`src/rtl/regbank_dump_controller_pkg.sv`:
```
// Shared definitions for the register-bank dump controller.
// Holds the FSM state encoding, the debug byte width and word/byte sizing helpers.
package regbank_dump_controller_pkg;

    localparam int unsigned NB_DBG_BYTE     = 8;
    localparam int unsigned NB_STATE        = 3;
    localparam int unsigned NB_DATA_DEFAULT = 32;
    localparam int unsigned BYTES_PER_WORD  = NB_DATA_DEFAULT / NB_DBG_BYTE;

    typedef enum logic [NB_STATE-1:0] {
        ST_IDLE     = 3'd0,
        ST_HALT_REQ = 3'd1,
        ST_ADDR     = 3'd2,
        ST_CAPTURE  = 3'd3,
        ST_SEND     = 3'd4,
        ST_DONE     = 3'd5
    } state_e;

    // Number of debug bytes in a data word of the given width.
    function automatic int unsigned bytes_per_word(input int unsigned nb_data);
        return nb_data / NB_DBG_BYTE;
    endfunction

    // Counter width able to index 0..n-1, never narrower than one bit.
    function automatic int unsigned cnt_width(input int unsigned n);
        return (n > 1) ? $clog2(n) : 1;
    endfunction

endpackage

```
`src/rtl/regbank_dump_controller_word_byte_serializer.sv`:
```
// Word-to-byte serializer with a valid/ready byte output, LSB byte first.
// Ports:
//   clock_i, reset_i   clock and asynchronous active-low reset
//   clear              drop the word in flight and lower tx_valid_o
//   load               capture word and start presenting byte 0
//   word               data word to serialize
//   tx_ready_i         downstream accepts the presented byte
//   tx_data_o          presented byte (low byte of the shift register)
//   tx_valid_o         tx_data_o is valid
//   last_byte_sent_c   the final byte of the word transfers this cycle
module word_byte_serializer
    import regbank_dump_controller_pkg::*;
#(
    parameter int unsigned N_BYTES = BYTES_PER_WORD
) (
    input  logic                              clock_i,
    input  logic                              reset_i,
    input  logic                              clear,
    input  logic                              load,
    input  logic [N_BYTES*NB_DBG_BYTE-1:0]    word,
    input  logic                              tx_ready_i,
    output logic [NB_DBG_BYTE-1:0]            tx_data_o,
    output logic                              tx_valid_o,
    output logic                              last_byte_sent_c
);

    localparam int unsigned NB_WORD = N_BYTES * NB_DBG_BYTE;
    localparam int unsigned NB_CNT  = cnt_width(N_BYTES);
    localparam logic [NB_CNT-1:0] LAST_BYTE = NB_CNT'(N_BYTES - 1);

    logic [NB_WORD-1:0] shift_q;
    logic [NB_CNT-1:0]  byte_cnt_q;
    logic               transfer_c;

    assign transfer_c       = tx_valid_o & tx_ready_i;
    assign last_byte_sent_c = transfer_c & (byte_cnt_q == LAST_BYTE);
    assign tx_data_o        = shift_q[NB_DBG_BYTE-1:0];

    // Shift register, byte counter and valid flag; clear wins over load and transfer.
    always_ff @(posedge clock_i or negedge reset_i) begin
        if (!reset_i) begin
            shift_q    <= '0;
            byte_cnt_q <= '0;
            tx_valid_o <= 1'b0;
        end else if (clear) begin
            shift_q    <= '0;
            byte_cnt_q <= '0;
            tx_valid_o <= 1'b0;
        end else if (load) begin
            shift_q    <= word;
            byte_cnt_q <= '0;
            tx_valid_o <= 1'b1;
        end else if (transfer_c) begin
            shift_q    <= shift_q >> NB_DBG_BYTE;
            byte_cnt_q <= byte_cnt_q + NB_CNT'(1);
            if (byte_cnt_q == LAST_BYTE) begin
                tx_valid_o <= 1'b0;
            end
        end
    end

endmodule

```
`src/rtl/regbank_dump_controller.sv`:
```
// Debug-side sequencer that halts the pipeline, walks the register bank through
// the read-A port and streams every word LSB byte first to the UART transmitter.
// Ports:
//   clock_i, reset_i   clock and asynchronous active-low reset
//   dump_start_i       single-cycle dump request (ignored while busy)
//   abort_i            abandon a dump in progress
//   halt_o/halt_ack_i  pipeline freeze request / acknowledge
//   dbg_sel_o          read-A address taken from dbg_addr_o
//   dbg_addr_o         register index being read
//   rd_data_i          bank read-A data
//   tx_data_o/tx_valid_o/tx_ready_i  byte stream to the transmitter
//   busy_o             dump in progress
//   done_o             one-cycle pulse when a dump completes
module regbank_dump_controller
    import regbank_dump_controller_pkg::*;
#(
    parameter int unsigned NB_REG     = 5,
    parameter int unsigned NB_DATA    = 32,
    parameter int unsigned N_REGISTER = 32,
    parameter int unsigned RD_LATENCY = 1
) (
    input  logic                   clock_i,
    input  logic                   reset_i,
    input  logic                   dump_start_i,
    input  logic                   abort_i,
    output logic                   halt_o,
    input  logic                   halt_ack_i,
    output logic                   dbg_sel_o,
    output logic [NB_REG-1:0]      dbg_addr_o,
    input  logic [NB_DATA-1:0]     rd_data_i,
    output logic [NB_DBG_BYTE-1:0] tx_data_o,
    output logic                   tx_valid_o,
    input  logic                   tx_ready_i,
    output logic                   busy_o,
    output logic                   done_o
);

    localparam int unsigned N_BYTES = bytes_per_word(NB_DATA);
    localparam int unsigned NB_LAT  = cnt_width(RD_LATENCY);
    localparam logic [NB_LAT-1:0] LAT_LAST = NB_LAT'(RD_LATENCY - 1);
    localparam logic [NB_REG-1:0] IDX_LAST = NB_REG'(N_REGISTER - 1);

    state_e              state_q, state_d;
    logic [NB_REG-1:0]   idx_q, idx_d;
    logic [NB_LAT-1:0]   lat_q, lat_d;
    logic                halt_d, sel_d, busy_d, done_d;
    logic [NB_REG-1:0]   addr_d;
    logic                load_c, clear_c, last_byte_sent_c;

    // State, index, latency counter and registered outputs.
    always_ff @(posedge clock_i or negedge reset_i) begin
        if (!reset_i) begin
            state_q    <= ST_IDLE;
            idx_q      <= '0;
            lat_q      <= '0;
            halt_o     <= 1'b0;
            dbg_sel_o  <= 1'b0;
            dbg_addr_o <= '0;
            busy_o     <= 1'b0;
            done_o     <= 1'b0;
        end else begin
            state_q    <= state_d;
            idx_q      <= idx_d;
            lat_q      <= lat_d;
            halt_o     <= halt_d;
            dbg_sel_o  <= sel_d;
            dbg_addr_o <= addr_d;
            busy_o     <= busy_d;
            done_o     <= done_d;
        end
    end

    // Next state, and outputs decoded from the next state so they register in step.
    always_comb begin
        state_d = state_q;
        idx_d   = idx_q;
        lat_d   = lat_q;
        load_c  = 1'b0;
        clear_c = 1'b0;
        halt_d  = 1'b0;
        sel_d   = 1'b0;
        busy_d  = 1'b0;
        done_d  = 1'b0;
        addr_d  = '0;

        // Abort outranks everything, including a byte finishing this cycle.
        if ((state_q != ST_IDLE) && abort_i) begin
            state_d = ST_IDLE;
            idx_d   = '0;
            lat_d   = '0;
            clear_c = 1'b1;
        end else begin
            case (state_q)
                ST_IDLE: begin
                    if (dump_start_i && !abort_i) begin
                        state_d = ST_HALT_REQ;
                        idx_d   = '0;
                    end
                end
                ST_HALT_REQ: begin
                    if (halt_ack_i) begin
                        state_d = ST_ADDR;
                        lat_d   = '0;
                    end
                end
                ST_ADDR: begin
                    if (lat_q == LAT_LAST) begin
                        state_d = ST_CAPTURE;
                    end else begin
                        lat_d = lat_q + NB_LAT'(1);
                    end
                end
                ST_CAPTURE: begin
                    load_c  = 1'b1;
                    state_d = ST_SEND;
                end
                ST_SEND: begin
                    if (last_byte_sent_c) begin
                        if (idx_q == IDX_LAST) begin
                            state_d = ST_DONE;
                        end else begin
                            idx_d   = idx_q + NB_REG'(1);
                            lat_d   = '0;
                            state_d = ST_ADDR;
                        end
                    end
                end
                ST_DONE: begin
                    state_d = ST_IDLE;
                end
                default: begin
                    state_d = ST_IDLE;
                end
            endcase
        end

        halt_d = (state_d != ST_IDLE);
        busy_d = (state_d != ST_IDLE);
        sel_d  = (state_d inside {ST_ADDR, ST_CAPTURE, ST_SEND, ST_DONE});
        done_d = (state_d == ST_DONE);
        addr_d = sel_d ? idx_d : '0;
    end

    word_byte_serializer #(
        .N_BYTES          (N_BYTES)
    ) u_serializer (
        .clock_i          (clock_i),
        .reset_i          (reset_i),
        .clear            (clear_c),
        .load             (load_c),
        .word             (rd_data_i),
        .tx_ready_i       (tx_ready_i),
        .tx_data_o        (tx_data_o),
        .tx_valid_o       (tx_valid_o),
        .last_byte_sent_c (last_byte_sent_c)
    );

endmodule

```
`config.mk`:
```
export PLATFORM = sky130hd
export DESIGN_NAME = regbank_dump_controller
export DESIGN_NICKNAME = d
export VERILOG_FILES = /design/src/rtl/regbank_dump_controller_pkg.sv /design/src/rtl/regbank_dump_controller_word_byte_serializer.sv /design/src/rtl/regbank_dump_controller.sv
export SDC_FILE = /design/constraint.sdc
export NUM_CORES = 1
export LEC_CHECK = 0
export CORE_MARGIN = 1.5
export CORE_UTILIZATION = 53
export DETAILED_ROUTE_END_ITERATION = 10
export HOLD_SLACK_MARGIN = 0.12
export PLACE_DENSITY = 0.85
export SYNTH_ARGS = -nofsm -noshare
export SYNTH_HDL_FRONTEND = slang
export SYNTH_SLANG_ARGS = --single-unit
```
`constraint.sdc`:
```
create_clock -name clock_i -period 5.24 [get_ports clock_i]
set_input_delay 1.048 -clock clock_i [delete_from_list [all_inputs] [get_ports clock_i]]
set_output_delay 1.048 -clock clock_i [all_outputs]
set_load 0.005 [all_outputs]
```
Word level (Yosys, flattened, before mapping) --
Cells that the tools add are included.
Word-level totals: ROM bits 0, flip-flop bits (word level) 52, memories 0, input port bits 38, logic and storage cells 72, latch bits 0, RAM bits 0
Cells by class: add/sub/neg operators 3, divide/modulo/power cells 0, $mul 0, bitwise logic cells 2, reduce and logical (&&, ||, !) cells 12, shift-type cells 0, eq/ne operators 13, mux-type cells 32, order comparisons 0
Operator list (count):
- two-way mux 32 bit | 3
- two-way mux 5 bit | 5
- two-way mux 3 bit | 6
- case mux 3 bit (5 select lines) | 1
- == test 3 x 2 -> 1 bit, second input constant | 4
- two-way mux 1 bit | 12
- nonzero test 3 bit | 4
- case mux 5 bit (2 select lines) | 1
- == test 3 bit, second input constant | 3
- != test 3 bit, second input constant | 3
- nonzero test 4 bit | 2
- two-way mux 2 bit | 3
- adder 5 x 1 -> 5 bit, second input constant | 1
- == test 5 bit, second input constant | 1
- AND reduction 4 bit | 1
- == test 3 x 1 -> 1 bit, second input constant | 1
- zero test 3 bit | 1
- case mux 1 bit (3 select lines) | 1
- adder 2 x 1 -> 2 bit, second input constant | 1
- bitwise AND 1 bit | 2
- == test 2 bit, second input constant | 1
- logical AND 1 bit | 2
- AND reduction 2 bit | 1
- adder 1 bit, second input constant | 1
- zero test 1 bit | 1

Logic depth before layout (Yosys ltp) --
Gate-level depths: netlist of run 1.
depth after elaboration 8, mapped depth 8, depth with buffers taken out 6

By module --
Synthesis of run 1 repeated with hierarchy kept, for this count alone.
Unflattened totals: cell total of the unflattened synthesis 223, area total of the unflattened synthesis 2524.9 um2
By module, submodules not included:
- word_byte_serializer | seq. area each 875.8 um2, times used 1, cells an instance 148, area each 1702.9 um2
- regbank_dump_controller | seq. area each 400.4 um2, times used 1, cells an instance 75, area each 822.0 um2

Least setup slack after synthesis of run 1 --
Ideal clock, no wire load.
path kind input port to flip-flop, start in abort_i, end reg u_serializer.shift_q[0], stages 7, slack 3.085 ns, library setup time 0.079 ns, arrival time 2.075 ns, path buffers 3, cells stage by stage buf_2 -> o21ai_0 -> and2_1 -> buf_2 -> nand2_1 -> buf_2 -> a2bb2oi_1
Between the ends: cells in the longest elaborated chain, start to end 4, elaborated cells between the ends (all ways) 6
Ends and longest elaborated chain:
- start, declared | RTL line regbank_dump_controller.sv:25 | input logic abort_i,
- logical AND 1 bit (*) | RTL line regbank_dump_controller.sv:87 | if ((state_q != ST_IDLE) && abort_i) begin
- two-way mux 1 bit | RTL line regbank_dump_controller.sv:87
- two-way mux 32 bit | RTL line regbank_dump_controller_word_byte_serializer.sv:49 | end else if (load) begin
- two-way mux 32 bit | RTL line regbank_dump_controller_word_byte_serializer.sv:45 | end else if (clear) begin
- end signal, assigned | RTL line regbank_dump_controller_word_byte_serializer.sv:50 | shift_q <= word;
- end signal, assigned | RTL line regbank_dump_controller_word_byte_serializer.sv:54 | shift_q <= shift_q >> NB_DBG_BYTE;
- end, declared | RTL line regbank_dump_controller_word_byte_serializer.sv:31 | logic [NB_WORD-1:0] shift_q;
Mark *: on every way between the ends. The rest lies on a longest branch, timed or not. A chain may end at the register's enable or synchronous reset.

Worst setup path after layout of run 1 --
start in abort_i, end reg u_serializer.shift_q[20]
The elaborated chain is that of the path after synthesis.

==> impl_metrics.env, run 1 <==
export IMPL_outcome="completed"
export IMPL_die_h_um=69.85
export IMPL_min_period_ps=3385
export IMPL_finalInstanceArea_sq_mm=0.002953
export IMPL_hp_start="u_serializer.shift_q[25]"
export IMPL_grt_pass1_vias=1742
export IMPL_leakage_nw=1.276
export IMPL_hold_violations=0
export IMPL_synth_top_family_by_area="compound AO/OA/AOI/OAI gates"
export IMPL_cts_tree="done"
export IMPL_synth_area_leaders="dfrtp_1 (54%), a2bb2oi_1 (8.9%), nand2_1 (5.2%)"
export IMPL_instances_no_fill=323
export IMPL_via_count=1813
export IMPL_grt_pass1_wl_um=8286
export IMPL_cts_root_buf="clkbuf_8"
export IMPL_r2r_start="state_q[0]"
export IMPL_crit_family="simple AND/OR/NAND/NOR gates"
export IMPL_cp_slowest_cell="nand2_1"
export IMPL_ys_seq_area_share_pct=53.88
export IMPL_cts_max_path_buffers=2
export IMPL_fin_ws_ps=1855
export IMPL_max_vdd_ir_drop_mv=0.2803
export IMPL_synth_fp_nets=271
export IMPL_ff2ff_setup_slack_ps=2590
export IMPL_numCtsBuffers=5
export IMPL_skew_ps=8.784
export IMPL_final_cell_mix="clkdlybuf4s50_1 (54), dfrtp_1 (51), nand2_1 (33)"
export IMPL_synth_seq_cells=51
export IMPL_r2r_cells=5
export IMPL_path_class="in -> reg"
export IMPL_antenna_found_initial=0
export IMPL_ios=56
export IMPL_ctsResizeCount=0
export IMPL_place_ws_ps=1555
export IMPL_die_w_um=69.85
export IMPL_synth_top_area_share_pct=53.88
export IMPL_route_detailed_drc=0
export IMPL_start_kind="input port"
export IMPL_layout_drive_gt1_share_pct=5.904
export IMPL_syn_area_per_cell_sq_um=10.25
export IMPL_synth_xor_area_share_pct=0.3698
export IMPL_synth_compound_area_share_pct=21.98
export IMPL_area_growth_pct=24.67
export IMPL_p_per_area_mw_per_mm2=467.6
export IMPL_end_kind="flop"
export IMPL_die_area_sq_mm=0.004879
export IMPL_clkTransAtPathRegs_ps=90
export IMPL_grt_max_degree=52
export IMPL_dp_hpwl_um=3432
export IMPL_path_cells="clkdlybuf4s50_1 > o21ai_1 > and2_1 > nand2_1 > a2bb2oi_1"
export IMPL_rsz0062_at_grt="no"
export IMPL_yosys_warnings=0
export IMPL_max_stage_delay_ps=690
export IMPL_synth_cell_types=38
export IMPL_gp_congestion=0.8926
export IMPL_layout_commonest_cell="clkdlybuf4s50_1"
export IMPL_fin_crit_sh_pct=64.59
export IMPL_synthCells=231
export IMPL_grt_remaining_overflow=0
export IMPL_grtUsageTotal_pct=21.26
export IMPL_fp_row_count=24
export IMPL_syn_area_sq_mm=0.002369
export IMPL_drt_iter0_markers=129
export IMPL_cp_arrival_ps=3560
export IMPL_hold_path_class="reg -> reg"
export IMPL_cp_depth=5
export IMPL_yosysTopAreaCell="dfrtp_1"
export IMPL_relSlewSlack_pct=19.83
export IMPL_htree_levels=2
export IMPL_routedWlPerCell_um=15.03
export IMPL_power_total_mw=1.381
export IMPL_maxCapViolCount=0
export IMPL_ant_nets=0
export IMPL_post_cts_repair_setup_buffers=0
export IMPL_antenna_cells=0
export IMPL_via_per_inst=5.613
export IMPL_synth_fa_ha_area_share_pct=1.057
export IMPL_whs_path_depth=1
export IMPL_insertion_delay_ps=300
export IMPL_placed_cells=315
export IMPL_setup_viol=0
export IMPL_drv_slew=0
export IMPL_cp_max_fo=27
export IMPL_wl_um=4854
export IMPL_tns_ps=0
export IMPL_layout_nets=310
export IMPL_start_util_pct=54.77
export IMPL_fmax_mhz=295.5
export IMPL_synthSimpleGateAreaFrac_pct=14.95
export IMPL_clock_sinks=51
export IMPL_min_to="u_serializer.shift_q[25]"
export IMPL_synthMuxAreaShare_pct=1.268
export IMPL_worstPathRequired_ps=5410
export IMPL_io_buffers=55
export IMPL_placed_area_sq_mm=0.002854
export IMPL_firstDrtPassIters=4
export IMPL_crit_buf_inv=1
export IMPL_worstMarginPinSlew_ps=1201
export IMPL_core_area_sq_mm=0.004324
export IMPL_timing_rr_end="u_serializer.shift_q[20]"
export IMPL_cts_hold_buf=0
## registers in the layout (all words and copies together) (netlist names)
name and cells:
u_serializer.tx_valid_o 1, state_q 3, busy_o 1, u_serializer.shift_q 32, dbg_addr_o 5, u_serializer.byte_cnt_q 2, done_o 1, dbg_sel_o 1
idx_q 5
## cells by family (layout without fill, tap and decap cells)
| logic type | after synthesis | in the layout |
|---|---|---|
| AOI/OAI and AO/OA | 75 | 75 |
| xor gates and xnor gates | 1 | 1 |
| adders and majority gates | 2 | 2 |
| buffers and inverters | 29 | 69 |
| DFF | 51 | 51 |
| muxes | 3 | 3 |
| and+or+nand+nor | 70 | 70 |
## worst max-delay path by stage
stage                                          end  slack (ps)    start
after floorplan            u_serializer.shift_q[0]        3090  abort_i
after global placement    u_serializer.shift_q[12]        1660  abort_i
after detailed placement  u_serializer.shift_q[20]        1560  abort_i
after CTS                 u_serializer.shift_q[20]        1880  abort_i
after global routing      u_serializer.shift_q[20]        1640  abort_i
final                     u_serializer.shift_q[20]        1860  abort_i
## where the power goes
part           switching (mW)  internal, mW  leakage [nW]
clock network           0.127         0.108        0.0474
registers              0.0908         0.529         0.657
logic                   0.228         0.298         0.572
## worst register-to-register path: cells and delay by family, from the launching register on
family          cells  cell delay, ps
flops               1             500
simple gates        3            1520
compound gates      2             520
## synthesized netlist by cell type
cell type,count
nand2b_1,4
nor2b_1,5
and2_1,2
mux2i_1,3
clkbuf_1,8
o21ai_1,3
nor2_1,8
nor3_2,1
a21boi_0,1
o31a_1,1
a22o_1,8
nand3b_1,1
a2bb2oi_1,24
buf_2,6
a31oi_1,1
o21ai_0,24
buf_4,10
o22ai_1,1
nor4_1,1
and3_1,4
nand3_1,2
nand2_1,33
a21o_1,1
nor3_1,3
dfrtp_1,51
o21bai_1,1
a31o_2,1
nor3_4,1
o21a_1,2
inv_1,5
ha_1,2
a21oi_1,6
or3b_2,1
or3b_4,1
nand4_1,2
and4_1,1
o31ai_1,1
xnor2_1,1
## area by class of cell
class                   instances  area (sq um)
flip-flops and latches         51          1276
multi-input cells             151         940.9
clock buffers                   6         82.58
clock inverters                 2         16.27
fillers                       369          1371
well taps                      52         65.06
repair buffers                 56         553.0
inverters                       5         18.77
## stage by stage
step	utilization [%]	hold WS, ps
3_3_place_gp	66.00	478.7
2_1_floorplan	-	460.9
5_1_grt	68.29	522.6
4_1_cts	68.29	505.8
3_5_place_dp	66.00	483.0
6_report	68.29	504.3
## layer usage
metal	vias to the layer above	GRT usage [%]	wire length, um
li1	897	-	-
met2	40	32.80	2273
met4	0	6.410	54
met5	-	0	0
met3	5	3.608	209
met1	871	31.19	2316
Power figures use the tool's default switching activity.
==> run 2: changes to the inputs <==
--- a/config.mk
+++ b/config.mk
@@ -6,10 +6,10 @@
 export NUM_CORES = 1
 export LEC_CHECK = 0
 export CORE_MARGIN = 1.5
-export CORE_UTILIZATION = 53
+export CORE_UTILIZATION = 49
 export DETAILED_ROUTE_END_ITERATION = 10
 export HOLD_SLACK_MARGIN = 0.12
-export PLACE_DENSITY = 0.85
+export PLACE_DENSITY = 0.8
 export SYNTH_ARGS = -nofsm -noshare
 export SYNTH_HDL_FRONTEND = slang
 export SYNTH_SLANG_ARGS = --single-unit
==> constraint.sdc (replaced) <==
create_clock -name clock_i -period 3.35 [get_ports clock_i]
set_input_delay 0.67 -clock clock_i [delete_from_list [all_inputs] [get_ports clock_i]]
set_output_delay 0.67 -clock clock_i [all_outputs]
set_load 0.005 [all_outputs]
==> impl_metrics.env, run 2 (synthesized netlist as in run 1, its figures left out) <==
export IMPL_cp_startpoint="abort_i"
export IMPL_antenna_found_initial=0
export IMPL_top_register="u_serializer.shift_q"
export IMPL_relSlewSlack_pct=27.44
export IMPL_final_cell_mix="clkdlybuf4s50_1 (54), dfrtp_1 (51), nand2_1 (33)"
export IMPL_leakage_nw=1.287
export IMPL_via_count=1845
export IMPL_max_vdd_ir_drop_mv=0.3243
export IMPL_end_kind="flop"
export IMPL_grt_pass1_wl_um=8224
export IMPL_placed_cells=320
export IMPL_core_area_sq_mm=0.004692
export IMPL_outcome="completed"
export IMPL_instances_no_fill=327
export IMPL_intPower_mw=1.445
export IMPL_die_h_um=72.53
export IMPL_cp_max_fo=12
export IMPL_hold_path_class="reg -> reg"
export IMPL_ctsResizeCount=0
export IMPL_wl_um=4787
export IMPL_path_class="in -> reg"
export IMPL_seqPwrFrac_pct=45.3
export IMPL_layout_drive_gt1_share_pct=6.593
export IMPL_via_per_inst=5.642
export IMPL_post_cts_repair_setup_buffers=0
export IMPL_grt_remaining_overflow=0
export IMPL_p_per_area_mw_per_mm2=723.1
export IMPL_min_period_ps=2316
export IMPL_hp_start="u_serializer.shift_q[24]"
export IMPL_r2r_start="state_q[2]"
export IMPL_clkTransAtPathRegs_ps=90
export IMPL_max_stage_delay_ps=600
export IMPL_p_clk_share_pct=15.9
export IMPL_numCtsBuffers=5
export IMPL_die_area_sq_mm=0.005260
export IMPL_htree_levels=2
export IMPL_power_total_mw=2.142
export IMPL_drv_slew=0
export IMPL_switching_power_mw=0.6965
export IMPL_insertion_delay_ps=300
export IMPL_io_buffers=55
export IMPL_grt_pass1_vias=1778
export IMPL_skew_ps=4.945
export IMPL_cts_max_path_buffers=2
export IMPL_worstPathRequired_ps=3530
export IMPL_die_w_um=72.53
export IMPL_largestRegisters="u_serializer.shift_q x32, dbg_addr_o x5, idx_q x5"
export IMPL_comb_power_share_pct=38.8
export IMPL_start_kind="input port"
export IMPL_grtUsageTotal_pct=20.11
export IMPL_fp_row_count=25
export IMPL_switching_share_pct=32.52
export IMPL_firstDrtPassIters=4
export IMPL_hold_violations=0
export IMPL_rsz0062_at_grt="no"
export IMPL_route_detailed_drc=0
export IMPL_antenna_cells=0
export IMPL_cp_slowest_cell="clkdlybuf4s50_1"
export IMPL_ios=56
export IMPL_clock_sinks=51
export IMPL_cp_arrival_ps=2500
export IMPL_setup_viol=0
export IMPL_gp_congestion=0.8532
export IMPL_grt_max_degree=52
export IMPL_layout_nets=313
export IMPL_cts_hold_buf=0
export IMPL_ant_nets=0
export IMPL_routedWlPerCell_um=14.64
export IMPL_dp_hpwl_um=3328
export IMPL_worstMarginPinSlew_ps=1088
export IMPL_path_cells="clkdlybuf4s50_1 > nand2b_1 > nor4_1 > o22ai_1 > and2_1 > nor2b_1"
export IMPL_fmax_mhz=431.8
export IMPL_cts_tree="done"
export IMPL_layout_commonest_cell="clkdlybuf4s50_1"
export IMPL_drt_iter0_markers=133
export IMPL_largest_reg_flops=32
export IMPL_tns_ps=0
export IMPL_maxCapViolCount=0
export IMPL_area_growth_pct=25.04
export IMPL_fin_crit_sh_pct=69.13
export IMPL_start_util_pct=50.48
export IMPL_cts_root_buf="clkbuf_8"
## run 2: layout make-up
class / count / area, sq um
fill: 388 / 1730
sequential: 51 / 1276
multi-input combinational: 151 / 940.9
timing repair buffer: 59 / 575.6
clock buffer: 5 / 68.82
tap: 54 / 67.56
inverter: 5 / 18.77
clock inverter: 2 / 13.76
## run 2: per-stage QoR
| step | hold WS, ps | utilization [%] | area (sq um) | setup slack [ps] |
|---|---|---|---|---|
| detailed placement | 480.6 | 61.36 | 2879 | 696.7 |
| global route | 527.2 | 63.12 | 2962 | 819.7 |
| floorplan | 374.4 | - | 2369 | 1573 |
| global placement | 480.6 | 61.36 | 2879 | 793.1 |
| CTS | 507.1 | 63.12 | 2962 | 1019 |
| finish | 498.9 | 63.12 | 2962 | 1034 |
## run 2: critical path: cells and delay by family
| family | cells | cell delay, ps |
|---|---|---|
| AO/OA/AOI/OAI | 1 | 150 |
| buffers and inverters | 1 | 600 |
| AND/OR/NAND/NOR | 4 | 1080 |
## run 2: final timing paths
kind / endpoint / slack [ps] / depth (start not counted)
setup / recovery: dbg_addr_o[4] / 1030 / 6
hold / removal: u_serializer.shift_q[24] / 500 / 1
setup reg to reg: dbg_addr_o[3] / 1370 / 5
hold reg to reg: u_serializer.shift_q[24] / 500 / 1
max in group asynchronous: u_serializer.shift_q[17] / 2120 / 1
min in group asynchronous: done_o / 560 / 1
## run 2: per-layer routing
metal / wire length (um) / vias to the layer above / track usage [%]
met5: 0 / - / 0
met4: 103 / 0 / 8.386
met3: 241 / 8 / 4.306
met2: 2173 / 64 / 29.46
met1: 2269 / 875 / 29.07
li1: - / 898 / -
## run 2: power groups by stage
| stage | clock, mW | sequential, mW | combinational [mW] |
|---|---|---|---|
| final | 0.340 | 0.970 | 0.832 |
| after global routing | 0.375 | 0.993 | 0.933 |
| after CTS | 0.347 | 0.968 | 0.843 |
| after detailed placement | 0 | 0.977 | 0.839 |
| after global placement | 0 | 0.975 | 0.809 |
| after floorplan | 0 | 0.919 | 0.645 |
==> run 3: changes to the inputs <==
==> constraint.sdc (replaced) <==
create_clock -name clock_i -period 2.4 [get_ports clock_i]
set_input_delay 0.48 -clock clock_i [delete_from_list [all_inputs] [get_ports clock_i]]
set_output_delay 0.48 -clock clock_i [all_outputs]
set_load 0.005 [all_outputs]
==> impl_metrics.env, run 3 (synthesized netlist as in run 1, its figures left out) <==
export IMPL_ant_nets=0
export IMPL_ios=56
export IMPL_via_count=1844
export IMPL_die_h_um=72.53
export IMPL_cts_hold_buf=0
export IMPL_path_cells="clkdlybuf4s50_1 > nand2b_1 > nor4_1 > o22ai_1 > and2_1 > nor2b_1"
export IMPL_comb_power_share_pct=38.1
export IMPL_end_kind="flop"
export IMPL_insertion_delay_ps=300
export IMPL_antenna_cells=0
export IMPL_numCtsBuffers=5
export IMPL_top_register="u_serializer.shift_q"
export IMPL_cts_tree="done"
export IMPL_core_area_sq_mm=0.004692
export IMPL_wl_um=4772
export IMPL_fmax_mhz=516.2
export IMPL_outcome="completed"
export IMPL_p_per_area_mw_per_mm2=1026
export IMPL_layout_drive_gt1_share_pct=7.581
export IMPL_cp_max_fo=4
export IMPL_final_cell_mix="clkdlybuf4s50_1 (54), dfrtp_1 (51), nand2_1 (33)"
export IMPL_gp_congestion=0.8187
export IMPL_whs_ps=274.6
export IMPL_setup_viol=0
export IMPL_clkTransAtPathRegs_ps=90
export IMPL_ctsResizeCount=0
export IMPL_grt_max_degree=52
export IMPL_placed_area_sq_mm=0.002922
export IMPL_grtUsageTotal_pct=19.41
export IMPL_io_buffers=55
export IMPL_max_vdd_ir_drop_mv=0.4579
export IMPL_antenna_found_initial=0
export IMPL_routedWlPerCell_um=14.42
export IMPL_route_detailed_drc=0
export IMPL_seq_area_sq_mm=0.001276
export IMPL_start_kind="input port"
export IMPL_layout_nets=317
export IMPL_grt_pass1_wl_um=7969
export IMPL_tns_ps=0
export IMPL_hold_path_class="in -> async"
export IMPL_p_clk_share_pct=18.3
export IMPL_start_util_pct=50.48
export IMPL_maxCapViolCount=0
export IMPL_finalInstanceArea_sq_mm=0.003024
export IMPL_cp_arrival_ps=2120
export IMPL_grt_pass1_vias=1694
export IMPL_fillers=379
export IMPL_via_per_inst=5.571
export IMPL_firstDrtPassIters=4
export IMPL_clock_sinks=51
export IMPL_intPower_mw=2.141
export IMPL_max_stage_delay_ps=590
export IMPL_grt_use_met1_pct=30.24
export IMPL_fp_row_count=25
export IMPL_worstMarginPinSlew_ps=766.7
export IMPL_area_growth_pct=27.68
export IMPL_htree_levels=2
export IMPL_largest_reg_flops=32
export IMPL_final_util_pct=64.45
export IMPL_hold_violations=0
export IMPL_rsz0062_at_grt="no"
export IMPL_worstPathRequired_ps=2580
export IMPL_drt_iter0_markers=168
export IMPL_path_class="in -> reg"
export IMPL_die_area_sq_mm=0.005260
export IMPL_top_usage_layer="met1"
export IMPL_cts_max_path_buffers=2
export IMPL_skew_ps=3.765
export IMPL_grt_remaining_overflow=0
export IMPL_switching_power_mw=0.9609
export IMPL_layout_commonest_cell="clkdlybuf4s50_1"
export IMPL_instances_no_fill=331
export IMPL_relSlewSlack_pct=48.41
export IMPL_multi_input_area_sq_um=940.9
export IMPL_min_period_ps=1937
export IMPL_drv_slew=0
export IMPL_met2_usage_pct=27.22
export IMPL_dp_hpwl_um=3279
export IMPL_cts_root_buf="clkbuf_8"
export IMPL_die_w_um=72.53
export IMPL_cp_slowest_cell="nor4_1"
export IMPL_grtUsageMet3_pct=3.750
export IMPL_largestRegisters="u_serializer.shift_q x32, dbg_addr_o x5, idx_q x5"
export IMPL_leakage_nw=1.316
export IMPL_placed_cells=324
export IMPL_seqPwrFrac_pct=43.6
export IMPL_switching_share_pct=30.97
export IMPL_post_cts_repair_setup_buffers=0
export IMPL_fin_crit_sh_pct=80.72
==> run 3: changes by cell type in the layout (fill, tap and decap cells not counted), sizes merged <==
cell    previous run  this run
buf                5         9
bufinv             0         1
clkbuf             5         6
clkinv             2         0
==> run 3: layer usage <==
metal / share of wire (%) / vias to the layer above
met3: 5.8 / 5
met5: 0 / -
li1: - / 906
met1: 49 / 865
met2: 44 / 68
met4: 1.1 / 0
==> run 3: power by group through the flow <==
stage | clock [mW] | sequential (mW) | combinational, mW
5_1_grt | 0.616 | 1.39 | 1.31
2_1_floorplan | 0 | 1.28 | 0.901
3_5_place_dp | 0 | 1.36 | 1.18
3_3_place_gp | 0 | 1.36 | 1.16
4_1_cts | 0.575 | 1.35 | 1.19
6_report | 0.568 | 1.35 | 1.18
==> run 3: final timing paths <==
check | start | to | slack (ps) | depth (start not counted)
setup / recovery | dump_start_i | dbg_addr_o[4] | 460 | 6
hold / removal | reset_i | done_o | 270 | 2
setup reg to reg | state_q[2] | dbg_addr_o[3] | 490 | 5
hold reg to reg | u_serializer.shift_q[25] | u_serializer.shift_q[25] | 510 | 1
max in group asynchronous | reset_i | u_serializer.shift_q[19] | 1700 | 2
min in group clock_i | u_serializer.shift_q[25] | u_serializer.shift_q[25] | 510 | 1
==> run 3: critical path, delay by kind of cell <==
family                 cells  cell delay, ps
buffers and inverters      1             500
AND/OR/NAND/NOR            4             990
AO/OA/AOI/OAI              1             140
==> run 3: cell type report <==
class | count | area share (%)
timing repair buffer | 63 | 20.44
tap | 54 | 2.234
inverter | 5 | 0.6206
clock inverter | 1 | 0.9930
sequential | 51 | 42.20
clock buffer | 6 | 2.400
multi-input combinational | 151 | 31.11
==> run 3: metrics by stage <==
| stage | worst slack (ps) | power (mW) |
|---|---|---|
| 6_report | 462.8 | 3.102 |
| 3_5_place_dp | 220.2 | 2.541 |
| 3_3_place_gp | 267.9 | 2.516 |
| 5_1_grt | 359.7 | 3.318 |
| 4_1_cts | 484.0 | 3.116 |
| 2_1_floorplan | 721.1 | 2.183 |
